File: src/rtl/lut_neuron_sweeper.sv
// Sweeps one LUT neuron through every input code, packs the responses into
// WORD_W-bit words on a valid/ready stream and counts non-zero entries.
module lut_neuron_sweeper #(
  parameter int IN_BITS  = 8,
  parameter int OUT_BITS = 1,
  parameter int WORD_W   = 32,
  parameter int LAT      = 0
) (
  input  logic                clk,
  input  logic                rst,
  input  logic                start,
  output logic                busy,
  output logic [IN_BITS-1:0]  lut_in,
  input  logic [OUT_BITS-1:0] lut_out,
  output logic [WORD_W-1:0]   dout_data,
  output logic                dout_valid,
  input  logic                dout_ready,
  output logic                dout_last,
  output logic                done,
  output logic [IN_BITS:0]    ones_count
);

  localparam int E  = WORD_W / OUT_BITS;
  localparam int NW = (1 << IN_BITS) / E;
  localparam int SW = (E > 1) ? $clog2(E) : 1;
  localparam int WW = (NW > 1) ? $clog2(NW) : 1;
  localparam int FW = (LAT > 1) ? $clog2(LAT) : 1;

  localparam logic [2:0] S_IDLE  = 3'd0;
  localparam logic [2:0] S_ISSUE = 3'd1;
  localparam logic [2:0] S_FLUSH = 3'd2;
  localparam logic [2:0] S_OUT   = 3'd3;
  localparam logic [2:0] S_DONE  = 3'd4;

  logic [2:0]         state_q, state_d;
  logic [SW-1:0]      slot_q, slot_d;
  logic [WW-1:0]      word_q, word_d;
  logic [FW-1:0]      flush_q, flush_d;
  logic [IN_BITS-1:0] lut_in_q, lut_in_d;
  logic [WORD_W-1:0]  data_q, data_d;
  logic [IN_BITS:0]   ones_q, ones_d;

  logic          issue;
  logic          cap_vld;
  logic [SW-1:0] cap_slot;

  assign issue = (state_q == S_ISSUE);

  // Slot indices travel alongside the neuron pipeline so each late sample
  // lands in the word slot of the code that produced it.
  generate
    if (LAT == 0) begin : g_comb
      assign cap_vld  = issue;
      assign cap_slot = slot_q;
    end else begin : g_pipe
      logic [LAT-1:0]         vld_pipe;
      logic [LAT-1:0][SW-1:0] slot_pipe;
      always_ff @(posedge clk or posedge rst) begin
        if (rst) begin
          vld_pipe  <= '0;
          slot_pipe <= '0;
        end else begin
          vld_pipe[0]  <= issue;
          slot_pipe[0] <= slot_q;
          for (int j = 1; j < LAT; j++) begin
            vld_pipe[j]  <= vld_pipe[j-1];
            slot_pipe[j] <= slot_pipe[j-1];
          end
        end
      end
      assign cap_vld  = vld_pipe[LAT-1];
      assign cap_slot = slot_pipe[LAT-1];
    end
  endgenerate

  always_comb begin
    state_d  = state_q;
    slot_d   = slot_q;
    word_d   = word_q;
    flush_d  = flush_q;
    lut_in_d = lut_in_q;
    data_d   = data_q;
    ones_d   = ones_q;
    case (state_q)
      S_IDLE: begin
        if (start) begin
          state_d  = S_ISSUE;
          slot_d   = '0;
          word_d   = '0;
          flush_d  = '0;
          lut_in_d = '0;
          ones_d   = '0;
        end
      end
      S_ISSUE: begin
        if (slot_q == SW'(E-1)) begin
          slot_d  = '0;
          flush_d = '0;
          state_d = (LAT > 0) ? S_FLUSH : S_OUT;
        end else begin
          slot_d   = slot_q + SW'(1);
          lut_in_d = lut_in_q + IN_BITS'(1);
        end
      end
      S_FLUSH: begin
        if (flush_q == FW'(LAT-1)) state_d = S_OUT;
        else                       flush_d = flush_q + FW'(1);
      end
      S_OUT: begin
        if (dout_ready) begin
          if (word_q == WW'(NW-1)) begin
            state_d = S_DONE;
          end else begin
            word_d   = word_q + WW'(1);
            lut_in_d = lut_in_q + IN_BITS'(1);
            state_d  = S_ISSUE;
          end
        end
      end
      S_DONE:  state_d = S_IDLE;
      default: state_d = S_IDLE;
    endcase
    // Captures never coincide with IDLE, so they cannot race the clear above.
    if (cap_vld) begin
      data_d[int'(cap_slot)*OUT_BITS +: OUT_BITS] = lut_out;
      if (lut_out != '0) ones_d = ones_q + (IN_BITS+1)'(1);
    end
  end

  always_ff @(posedge clk or posedge rst) begin
    if (rst) begin
      state_q  <= S_IDLE;
      slot_q   <= '0;
      word_q   <= '0;
      flush_q  <= '0;
      lut_in_q <= '0;
      data_q   <= '0;
      ones_q   <= '0;
    end else begin
      state_q  <= state_d;
      slot_q   <= slot_d;
      word_q   <= word_d;
      flush_q  <= flush_d;
      lut_in_q <= lut_in_d;
      data_q   <= data_d;
      ones_q   <= ones_d;
    end
  end

  assign busy       = (state_q == S_ISSUE) || (state_q == S_FLUSH) || (state_q == S_OUT);
  assign dout_valid = (state_q == S_OUT);
  assign dout_last  = dout_valid && (word_q == WW'(NW-1));
  assign done       = (state_q == S_DONE);
  assign lut_in     = lut_in_q;
  assign dout_data  = data_q;
  assign ones_count = ones_q;

endmodule

File: config.mk
export PLATFORM = sky130hd
export DESIGN_NAME = lut_neuron_sweeper
export DESIGN_NICKNAME = d
export VERILOG_FILES = /design/src/rtl/lut_neuron_sweeper.sv
export SDC_FILE = /design/constraint.sdc
export NUM_CORES = 1
export LEC_CHECK = 0
export ABC_CLOCK_PERIOD_IN_PS = 4200
export CAP_MARGIN = 5
export CORE_MARGIN = 4
export CORE_UTILIZATION = 53
export DETAILED_ROUTE_END_ITERATION = 6
export GPL_TIMING_DRIVEN = 0
export HOLD_SLACK_MARGIN = 0.02
export PLACE_DENSITY = 0.8
export SLEW_MARGIN = 5
export SYNTH_ARGS = -nofsm -noshare
export SYNTH_HDL_FRONTEND = slang
export SYNTH_SLANG_ARGS = --single-unit
File: constraint.sdc
create_clock -name clk -period 4.2 [get_ports clk]
set_clock_uncertainty 0.1 [all_clocks]
set_input_delay 0.84 -clock clk [delete_from_list [all_inputs] [get_ports clk]]
set_output_delay 0.84 -clock clk [all_outputs]
set_load 0.02 [all_outputs]
# --- After elaboration in Yosys (flattened, before gate mapping) ---
# Index checks and enable logic that the tools add are counted.
word_totals:
  ff_bits: 61
  input_bits: 5
  word_cells: 67
classes:
  addsub: 6
  n_eq_ne: 12
  shifts: 2
  mux: 27
  n_reduce_logical: 13
op_table:
  columns: ["cell", "n"]
  rows:
  - ["2-to-1 mux 9 bit", 4]
  - ["negator 5 -> 33 bit", 1]
  - ["variable shift 1 x 33 -> 32 bit, first input constant", 1]
  - ["indexed part select 1 x 33 -> 32 bit", 1]
  - ["bitwise mux 32 bit", 1]
  - ["2-to-1 mux 8 bit", 4]
  - ["2-to-1 mux 3 bit", 8]
  - ["case mux 8 bit (3 select lines)", 1]
  - ["case mux 3 bit (4 select lines)", 1]
  - ["2-to-1 mux 5 bit", 2]
  - ["case mux 5 bit (2 select lines)", 1]
  - ["adder 9 x 1 -> 9 bit, second input constant", 1]
  - ["adder 8 x 1 -> 8 bit, second input constant", 1]
  - ["inequality test 2 bit, second input constant", 4]
  - ["AND reduction 4 bit", 2]
  - ["equality test 3 x 2 -> 1 bit, second input constant", 2]
  - ["equality test 3 bit, second input constant", 2]
  - ["case mux 3 bit (2 select lines)", 1]
  - ["nonzero test 3 bit", 2]
  - ["adder 5 x 1 -> 5 bit, second input constant", 1]
  - ["equality test 5 bit, second input constant", 1]
  - ["AND reduction 5 bit", 1]
  - ["inequality test 2 x 1 -> 1 bit, second input constant", 2]
  - ["nonzero test 2 bit", 2]
  - ["other kinds (10)", 13]

# --- Depth between registers and ports, before layout ---
# Gate-level depths: netlist of the first run.
depth:
  depth_word: 4
  mapped_depth: 12
  depth_no_buf: 9

# --- Least setup slack after synthesis of the first run ---
# No wires, ideal clock.
synth_path:
  path_type: "flip-flop to flip-flop"
  from: "register slot_q[0], in the netlist cap_slot[0]"
  to: "register data_q[20], in the netlist dout_data[20]"
  setup_time_ns: 0.128
  arrival_time_ns: 2.885
  setup_slack_ns: 1.087
  path_stages_with_launch: 11
  synth_period_minus_slack_ns: 3.113
  cell_sequence: "dfrtp_1 clkbuf_1 inv_1 ha_1 nand2b_1 nor2_1 ha_1 or4b_4 or3_4 nor3_2 mux2_1"
synth_via:
  elab_chain_cells: 3
synth_rtl:
  columns: ["item", "line", "source"]
  rows:
  - ["start, declared", "36", "logic [SW-1:0] slot_q, slot_d;"]
  - ["start signal, assigned", "141", "slot_q <= slot_d;"]
  - ["negator 5 -> 33 bit *", "125", "data_d[int'(cap_slot)*OUT_BITS +: OUT_BITS] = lut_out;"]
  - ["indexed part select 1 x 33 -> 32 bit or variable shift 1 x 33 -> 32 bit (tied branches)", "125", null]
  - ["bitwise mux 32 bit *", "125", null]
  - ["end signal, assigned", "145", "data_q <= data_d;"]
  - ["end, declared", "40", "logic [WORD_W-1:0] data_q, data_d;"]
# Mark *: on every way between the ends. The rest lies on a longest branch, timed or not.
# A chain may end at the register's enable or synchronous reset.

# --- Final worst setup path of the first run ---
layout_path:
  from: "register slot_q[0], in the netlist cap_slot[0]"
  to: "register data_q[6], in the netlist dout_data[6]"
# The elaborated chain is that of the path after synthesis.

==> results.md, run 1 <==
- Cell accounting for the most synthesized area: sky130_fd_sc_hd__dfrtp_1
- Clock-pin slew of the registers on the worst-case setup and hold paths: about 0.060 ns
- Worst setup path category: reg -> reg
- Number of antenna violations at the first check in global routing: 0
- Grt total ovfl: 0
- Data required time at the worst endpoint: around 4.3 ns
- Post CTS Setup Buffer Count: 0
- Syn_nets: around 340
- Power Dens Cells: ~800 nW/µm²
- Max-cap check violation count: 0
- Root cell of the clock tree: sky130_fd_sc_hd__clkbuf_8
- Number of distinct library cells after synthesis: 56
- Die Wd: 87.0 µm
- Share of async-settable or async-resettable flops after synthesis: between 90% and 100%
- Cell leakage power: ~1.7 nW
- Vias in the first global route: 2930
- Post-detailed-route wirelength per cell: 16.4 µm
- Critical-path maximum fanout: 10
- Syn-to-layout area delta: 25.7%
- RSZ-0062 raised after global routing: false
- Vias: approximately 2800
- Die Y-Extent: just under 90 µm
- TNS Setup: 0 ns
- Post_cts resized: 0
- Number of buffers created by CTS: 9
- Class of the tightest hold or removal check: reg -> reg
- Per-cell via count in the routed design: between 5 and 6
- Capturing point of the worst reg2reg path: dout_data[6]
- Fin. Hold Viols: 0
- Fraction of synthesized cell area taken by the top area cell type: 46.1%
- Count of flip-flops with a built-in enable after synthesis: 0
- Length in cells of the worst reg-to-reg path: 12
- Sequential cell area: about 1500 µm²
- Rows: 28
- Design Power: 3.37 mW
- Top cell types by occurrence after synthesis: 61 x sky130_fd_sc_hd__dfrtp_1, 37 x sky130_fd_sc_hd__o31ai_1, 29 x sky130_fd_sc_hd__nand2_1
- Non-filler cells, final: 474
- Maximum number of pins on one net before global-route repair: 41
- PortBufs: 56
- Final Routed Wirelength: just under 8 mm
- CTS sink count: between 60 and 70
- CP Data Arrival Time: ~3.8 ns
- Area taken by multi-input logic gates: 1660 µm²
- Slack of the worst reg-to-reg path: between 0.5 and 0.6 ns
- Proportion of synthesized chip area in sequential cells: around 46%
- Minimum clock period after layout: 3.65 ns
- Placeable core region: between 5000 and 6000 µm²
- Pre-antenna DRT Iters: 4
- Remaining number of nets flagged by the antenna check after routing: 0
- TritonCTS clock tree: built
- Cells after Synth: around 330
- Top area cells in the synthesized netlist: sky130_fd_sc_hd__dfrtp_1 46%, sky130_fd_sc_hd__o31ai_1 8.4%, sky130_fd_sc_hd__ha_1 4.2%
- Transition at the pin with the smallest max-transition slack: a little under 0.8 ns
- Clock Path Buffers: 2
- Dpl cells: about 460
- Final standard cell area without fillers: about 4200 µm²
- Worst R2R Start: cap_slot[0]
- Total routing usage reported by global routing: around 23%
- Hold path startpoint: dout_data[20]
- Number of violations reported at the end of detailed-routing iteration 0: 140
- # hold bufs at CTS: 0
- Type of element launching the critical path: flip-flop
- Final Slew Violations: 0
- Hpwl dp: 5.53 mm
- # fillers: about 480
- Yosys reg bits: a little over 60
- Count of H-tree levels built during CTS: 3
- Status: completed
- Nature of the critical path endpoint: flip-flop
- Final #Nets: ~410
- N_diodes: 0
- Dominant register cell in the synthesized netlist: sky130_fd_sc_hd__dfrtp_1
- Syn Std Cell Area: approximately 3300 µm²
- Layout cells sized above 1: between 10 and 15%
- Routability congestion estimate from global placement: roughly 0.84
- Die area: about 7600 µm²
- Ratio of final minimum period to clock period: 86.9%
- Number of remaining DRC errors: 0
- Worst-Skew Late Latency: around 0.34 ns
- Initial Util: a little under three fifths
- Leading cell type by number of instances after synthesis: sky130_fd_sc_hd__dfrtp_1
- Warning count from the yosys run: 0
- Max Clk Rate: roughly 270 MHz
- First-pass GRT wire length: 13.7 mm
- Largest voltage drop on the vdd net: 466 µV
- Capture endpoint of the worst hold path: dout_data[20]
- Hold path cells: 1
- Number of endpoints failing setup at the final stage: 0
- DP Area: between 3000 and 4000 µm²
- Count of boundary I/O pins: 58
- Worst slew margin relative to its limit: between 40% and 50%
- Avg Synthesized Cell Area: between 10 and 15 µm²
report_power, final:
group          total (mW)  internal [mW]  switching, mW
registers            1.03          0.825          0.201
logic                1.86          0.770           1.09
clock network       0.478          0.259          0.219
critical path: stages, from the launching register on:
cell and delay (ns):
sky130_fd_sc_hd__dfrtp_1 0.48, sky130_fd_sc_hd__clkbuf_1 0.40, sky130_fd_sc_hd__inv_1 0.15, sky130_fd_sc_hd__ha_1 0.29, sky130_fd_sc_hd__nand2b_1 0.21, sky130_fd_sc_hd__nor2_1 0.07
sky130_fd_sc_hd__ha_1 0.33, sky130_fd_sc_hd__nand4bb_1 0.11, sky130_fd_sc_hd__clkbuf_1 0.23, sky130_fd_sc_hd__or3_1 0.51, sky130_fd_sc_hd__clkbuf_1 0.27, sky130_fd_sc_hd__o21ai_0 0.25
sky130_fd_sc_hd__o31ai_1 0.10
flip-flops by register name, indices dropped and copies added, names as in the netlist:
name / count
flush_q: 1
ones_count: 9
state_q: 3
word_q: 3
cap_slot: 5
dout_data: 32
lut_in: 8
worst max path at each step:
stage,endpoint,startpoint,slack [ns]
final,dout_data[6],cap_slot[0],0.55
after floorplan,dout_data[20],cap_slot[0],1.09
after detailed placement,dout_data[6],cap_slot[0],0.61
after global routing,dout_data[5],cap_slot[0],0.23
after CTS,dout_data[3],cap_slot[0],0.60
after global placement,dout_data[5],rst,0.69
kinds of logic (layout without fill, tap and decap cells):
logic type | Yosys count | count (layout) | synth area share [%]
buffers and inverters | 26 | 98 | 3.78
xor gates and xnor gates | 4 | 4 | 1.06
AOI/OAI and AO/OA | 92 | 92 | 19.2
DFF | 61 | 61 | 46.1
and+or+nand+nor | 117 | 117 | 20.5
muxes | 16 | 16 | 5.18
adders and majority gates | 11 | 11 | 4.16
layer usage:
metal	GRT usage (%)	part of all wire (%)
met1	28.1	42
met2	39.8	51
met3	3.22	4.4
met4	10.9	2.3
met5	0	0
layout make-up:
cell class | count | share of cell area, %
clock inverters | 1 | 0.120
clock buffers | 14 | 4.15
plain buffers | 19 | 2.37
flip-flops and latches | 61 | 36.7
well taps | 75 | 2.25
multi-input cells | 240 | 39.9
repair buffers | 57 | 13.9
inverters | 7 | 0.631
stage by stage:
stage          hold slack, ns  util (%)  setup WS, ns
2_1_floorplan           0.381         -          1.09
6_report                0.395      69.5         0.550
5_1_grt                 0.420      69.5         0.225
4_1_cts                 0.399      69.5         0.595
3_3_place_gp            0.374      66.2         0.689
3_5_place_dp            0.385      66.5         0.611
layout by cell type, fill, tap and decap left out, types with 3 or more instances in the layout:
| cell | netlist | layout |
|---|---|---|
| sky130_fd_sc_hd__a21oi_1 | 6 | 6 |
| sky130_fd_sc_hd__a311oi_1 | 3 | 3 |
| sky130_fd_sc_hd__and2_1 | 4 | 4 |
| sky130_fd_sc_hd__and3_1 | 6 | 6 |
| sky130_fd_sc_hd__buf_2 | 4 | 4 |
| sky130_fd_sc_hd__buf_6 | 3 | 3 |
| sky130_fd_sc_hd__clkbuf_1 | 10 | 12 |
| sky130_fd_sc_hd__clkbuf_8 | 0 | 12 |
| sky130_fd_sc_hd__clkdlybuf4s50_1 | 0 | 56 |
| sky130_fd_sc_hd__dfrtp_1 | 61 | 61 |
| sky130_fd_sc_hd__ha_1 | 11 | 11 |
| sky130_fd_sc_hd__inv_1 | 7 | 6 |
| sky130_fd_sc_hd__mux2_2 | 7 | 7 |
| sky130_fd_sc_hd__mux2i_1 | 7 | 7 |
| sky130_fd_sc_hd__nand2_1 | 29 | 29 |
| sky130_fd_sc_hd__nand2b_1 | 6 | 6 |
| sky130_fd_sc_hd__nand3_1 | 10 | 10 |
| sky130_fd_sc_hd__nand4_1 | 3 | 3 |
| sky130_fd_sc_hd__nor2_1 | 21 | 21 |
| sky130_fd_sc_hd__nor2b_1 | 5 | 5 |
| sky130_fd_sc_hd__nor3_1 | 8 | 8 |
| sky130_fd_sc_hd__nor4_1 | 3 | 3 |
| sky130_fd_sc_hd__o2111ai_1 | 3 | 3 |
| sky130_fd_sc_hd__o21ai_0 | 25 | 25 |
| sky130_fd_sc_hd__o31a_1 | 3 | 3 |
| sky130_fd_sc_hd__o31ai_1 | 37 | 37 |
| sky130_fd_sc_hd__o41ai_1 | 3 | 3 |
| sky130_fd_sc_hd__xor2_1 | 3 | 3 |
Note: power is estimated with default switching activity, not from simulation.
==> run 2, diff against run 1 <==
- CELL_PAD_IN_SITES_DETAIL_PLACEMENT: default -> 1
- CELL_PAD_IN_SITES_GLOBAL_PLACEMENT: default -> 1
- CORE_UTILIZATION: 53 -> 41
- PLACE_DENSITY: 0.8 -> default
- PLACE_DENSITY_LB_ADDON: default -> 0.1
==> results.md, run 2 (synthesized netlist as in run 1, its figures left out) <==
- Fin. Hold Viols: 0 (unchanged)
- N_diodes: 0 (unchanged)
- Worst setup path category: reg -> reg
- Syn-to-layout area delta: 27.6%
- Rows: 32 (+14%)
- Hold path cells: 2 (+1)
- Max Clk Rate: 276 MHz (+0.75%)
- Number of antenna violations at the first check in global routing: 0 (unchanged)
- Total routing usage reported by global routing: 19.1% (-3.9 points)
- Grt total ovfl: 0 (unchanged)
- TNS Setup: 0 ns (unchanged)
- RSZ-0062 raised after global routing: false
- Capturing point of the worst reg2reg path: dout_data[3]
- Most frequent standard cell in the layout excluding fill and tap cells: sky130_fd_sc_hd__dfrtp_1
- Number of violations reported at the end of detailed-routing iteration 0: 95 (-32%)
- Clock Path Buffers: 2 (unchanged)
- Initial Util: 42.4% (-13 points)
- First-pass GRT wire length: 14.9 mm (+8.5%)
- Timing startpoint of the critical path: cap_slot[0]
- Post CTS Setup Buffer Count: 0 (unchanged)
- Type of element launching the critical path: flip-flop
- Post-detailed-route wirelength per cell: 17.8 µm (+9.0%)
- CP Data Arrival Time: 3.73 ns (-0.02 ns)
- Count of H-tree levels built during CTS: 3 (unchanged)
- Hpwl dp: 6.32 mm (+14%)
- Part of the total power dissipated in the clock network: 17.1% (+2.9 points)
- PortBufs: 56 (unchanged)
- Final Routed Wirelength: 8.93 mm (+15%)
- Switching share of power: 45.0% (+0.060 points)
- Internal: 1.94 mW (+4.8%)
- Power Dens Cells: 836 nW/µm² (+3.4%)
- Cell leakage power: 1.71 nW (+0.62%)
- CTS sink count: 61 (unchanged)
- # hold bufs at CTS: 0 (unchanged)
- Vias: 2890 (+1.7%)
- Length in cells of the worst reg-to-reg path: 12 (unchanged)
- Comb power frac: 53.7% (-1.6 points)
- Slack of the worst reg-to-reg path: 0.58 ns (+0.03 ns)
- Root cell of the clock tree: sky130_fd_sc_hd__clkbuf_8
- Data required time at the worst endpoint: 4.31 ns (about the same)
- Critical Path End: dout_data[3]
- Final Slew Violations: 0 (unchanged)
- Net Switching: 1.59 mW (+5.1%)
- Area taken by multi-input logic gates: 1660 µm² (unchanged)
- Class of the tightest hold or removal check: reg -> reg
- Pre-antenna DRT Iters: 4 (unchanged)
- Sequential cell area: 1530 µm² (unchanged)
- Number of endpoints failing setup at the final stage: 0 (unchanged)
- Number of remaining DRC errors: 0 (unchanged)
- Die area: 9580 µm² (+26%)
- Die Y-Extent: 97.9 µm (+12%)
- Largest voltage drop on the vdd net: 334 µV (-28%)
- Flip-flop count of the largest register after layout: 32 (unchanged)
- TritonCTS clock tree: built
- Die Wd: 97.9 µm (+12%)
- Worst slew margin relative to its limit: 43.8% (-2.7 points)
- Minimum setup slack in the final design: 0.577 ns (+0.0270 ns)
- Vias in the first global route: 3021 (+3.1%)
- Transition at the pin with the smallest max-transition slack: 0.840 ns (+0.0453 ns)
- Status: completed
- Ratio of final minimum period to clock period: 86.3% (-0.64 points)
- Number of buffers created by CTS: 9 (unchanged)
- Worst-Skew Late Latency: 0.35 ns (about the same)
- Maximum number of pins on one net before global-route repair: 62 (+51%)
- # fillers: 863 (+80%)
- Remaining number of nets flagged by the antenna check after routing: 0 (unchanged)
- Placeable core region: 7810 µm² (+30%)
- Max-cap check violation count: 0 (unchanged)
- Minimum clock period after layout: 3.62 ns (-0.0270 ns)
- Most used cells in the layout excluding fill and tap cells: 61 x sky130_fd_sc_hd__dfrtp_1, 56 x sky130_fd_sc_hd__clkdlybuf4s50_1, 37 x sky130_fd_sc_hd__o31ai_1
- Worst R2R Start: cap_slot[0]
- Worst-case setup slack after placement: 0.559 ns (-0.0519 ns)
- Post_cts resized: 0 (unchanged)
- Proportion of power drawn by flip-flops and latches: 29.2% (-1.3 points)
- Routability congestion estimate from global placement: 0.852 (+1.5%)
- Clock-pin slew of the registers on the worst-case setup and hold paths: 0.08 ns (+0.02 ns)
- Critical-path maximum fanout: 10 (unchanged)
- Per-cell via count in the routed design: 5.77 (-3.8%)
- Final #Nets: 410 (-0.24%)
- Layout cells sized above 1: 10.8% (+0.50 points)
- Count of boundary I/O pins: 58 (unchanged)
- Nature of the critical path endpoint: flip-flop
[run 2: layout make-up]
type                       instances  area share (%)
clock buffer                      10            3.26
sequential                        61            36.1
buffer                            19            2.34
clock inverter                     6            2.04
tap                              102            3.02
inverter                           7           0.681
timing repair buffer              56            13.3
multi-input combinational        240            39.3
[run 2: worst min-delay path by stage]
stage | start | to | slack [ns]
floorplan | flush_q | flush_q | 0.38
finish | dout_data[26] | dout_data[26] | 0.40
global placement | dout_data[20] | dout_data[20] | 0.38
CTS | dout_data[26] | dout_data[26] | 0.41
global route | dout_data[30] | dout_data[30] | 0.43
detailed placement | dout_data[26] | dout_data[26] | 0.39
[run 2: power groups by stage]
stage	sequential, mW	combinational [mW]	clock [mW]
6_report	1.03	1.90	0.604
5_1_grt	1.08	2.07	0.643
4_1_cts	1.04	1.91	0.610
3_5_place_dp	1.04	1.90	0
3_3_place_gp	1.03	1.84	0
2_1_floorplan	1.23	0.965	0
[run 2: stage by stage]
stage	hold slack, ns	instances	instance area (µm²)	util, %	power [mW]
after floorplan	0.381	327	3310	-	2.20
after global placement	0.377	485	4000	51.2	2.88
after detailed placement	0.393	485	4000	51.2	2.94
after CTS	0.409	501	4230	54.1	3.56
after global routing	0.428	501	4230	54.1	3.79
final	0.402	501	4230	54.1	3.53
[run 2: critical path, cell delays in order (launching register included)]
cell and delay (ns):
sky130_fd_sc_hd__dfrtp_1 0.49, sky130_fd_sc_hd__clkbuf_1 0.39, sky130_fd_sc_hd__inv_1 0.15, sky130_fd_sc_hd__ha_1 0.30
sky130_fd_sc_hd__nand2b_1 0.23, sky130_fd_sc_hd__nor2_1 0.07, sky130_fd_sc_hd__ha_1 0.32, sky130_fd_sc_hd__nand4bb_1 0.11
sky130_fd_sc_hd__clkbuf_1 0.24, sky130_fd_sc_hd__or3_1 0.50, sky130_fd_sc_hd__clkbuf_1 0.26, sky130_fd_sc_hd__o21ai_0 0.21
sky130_fd_sc_hd__o31ai_1 0.10
[run 2: layer usage]
layer,vias to the layer above,global-route usage [%],part of all wire (%)
li1,1359,-,-
met1,1454,23.5,45
met2,61,33.0,50
met3,16,3.64,3.1
met4,0,7.35,2.1
met5,-,0,0
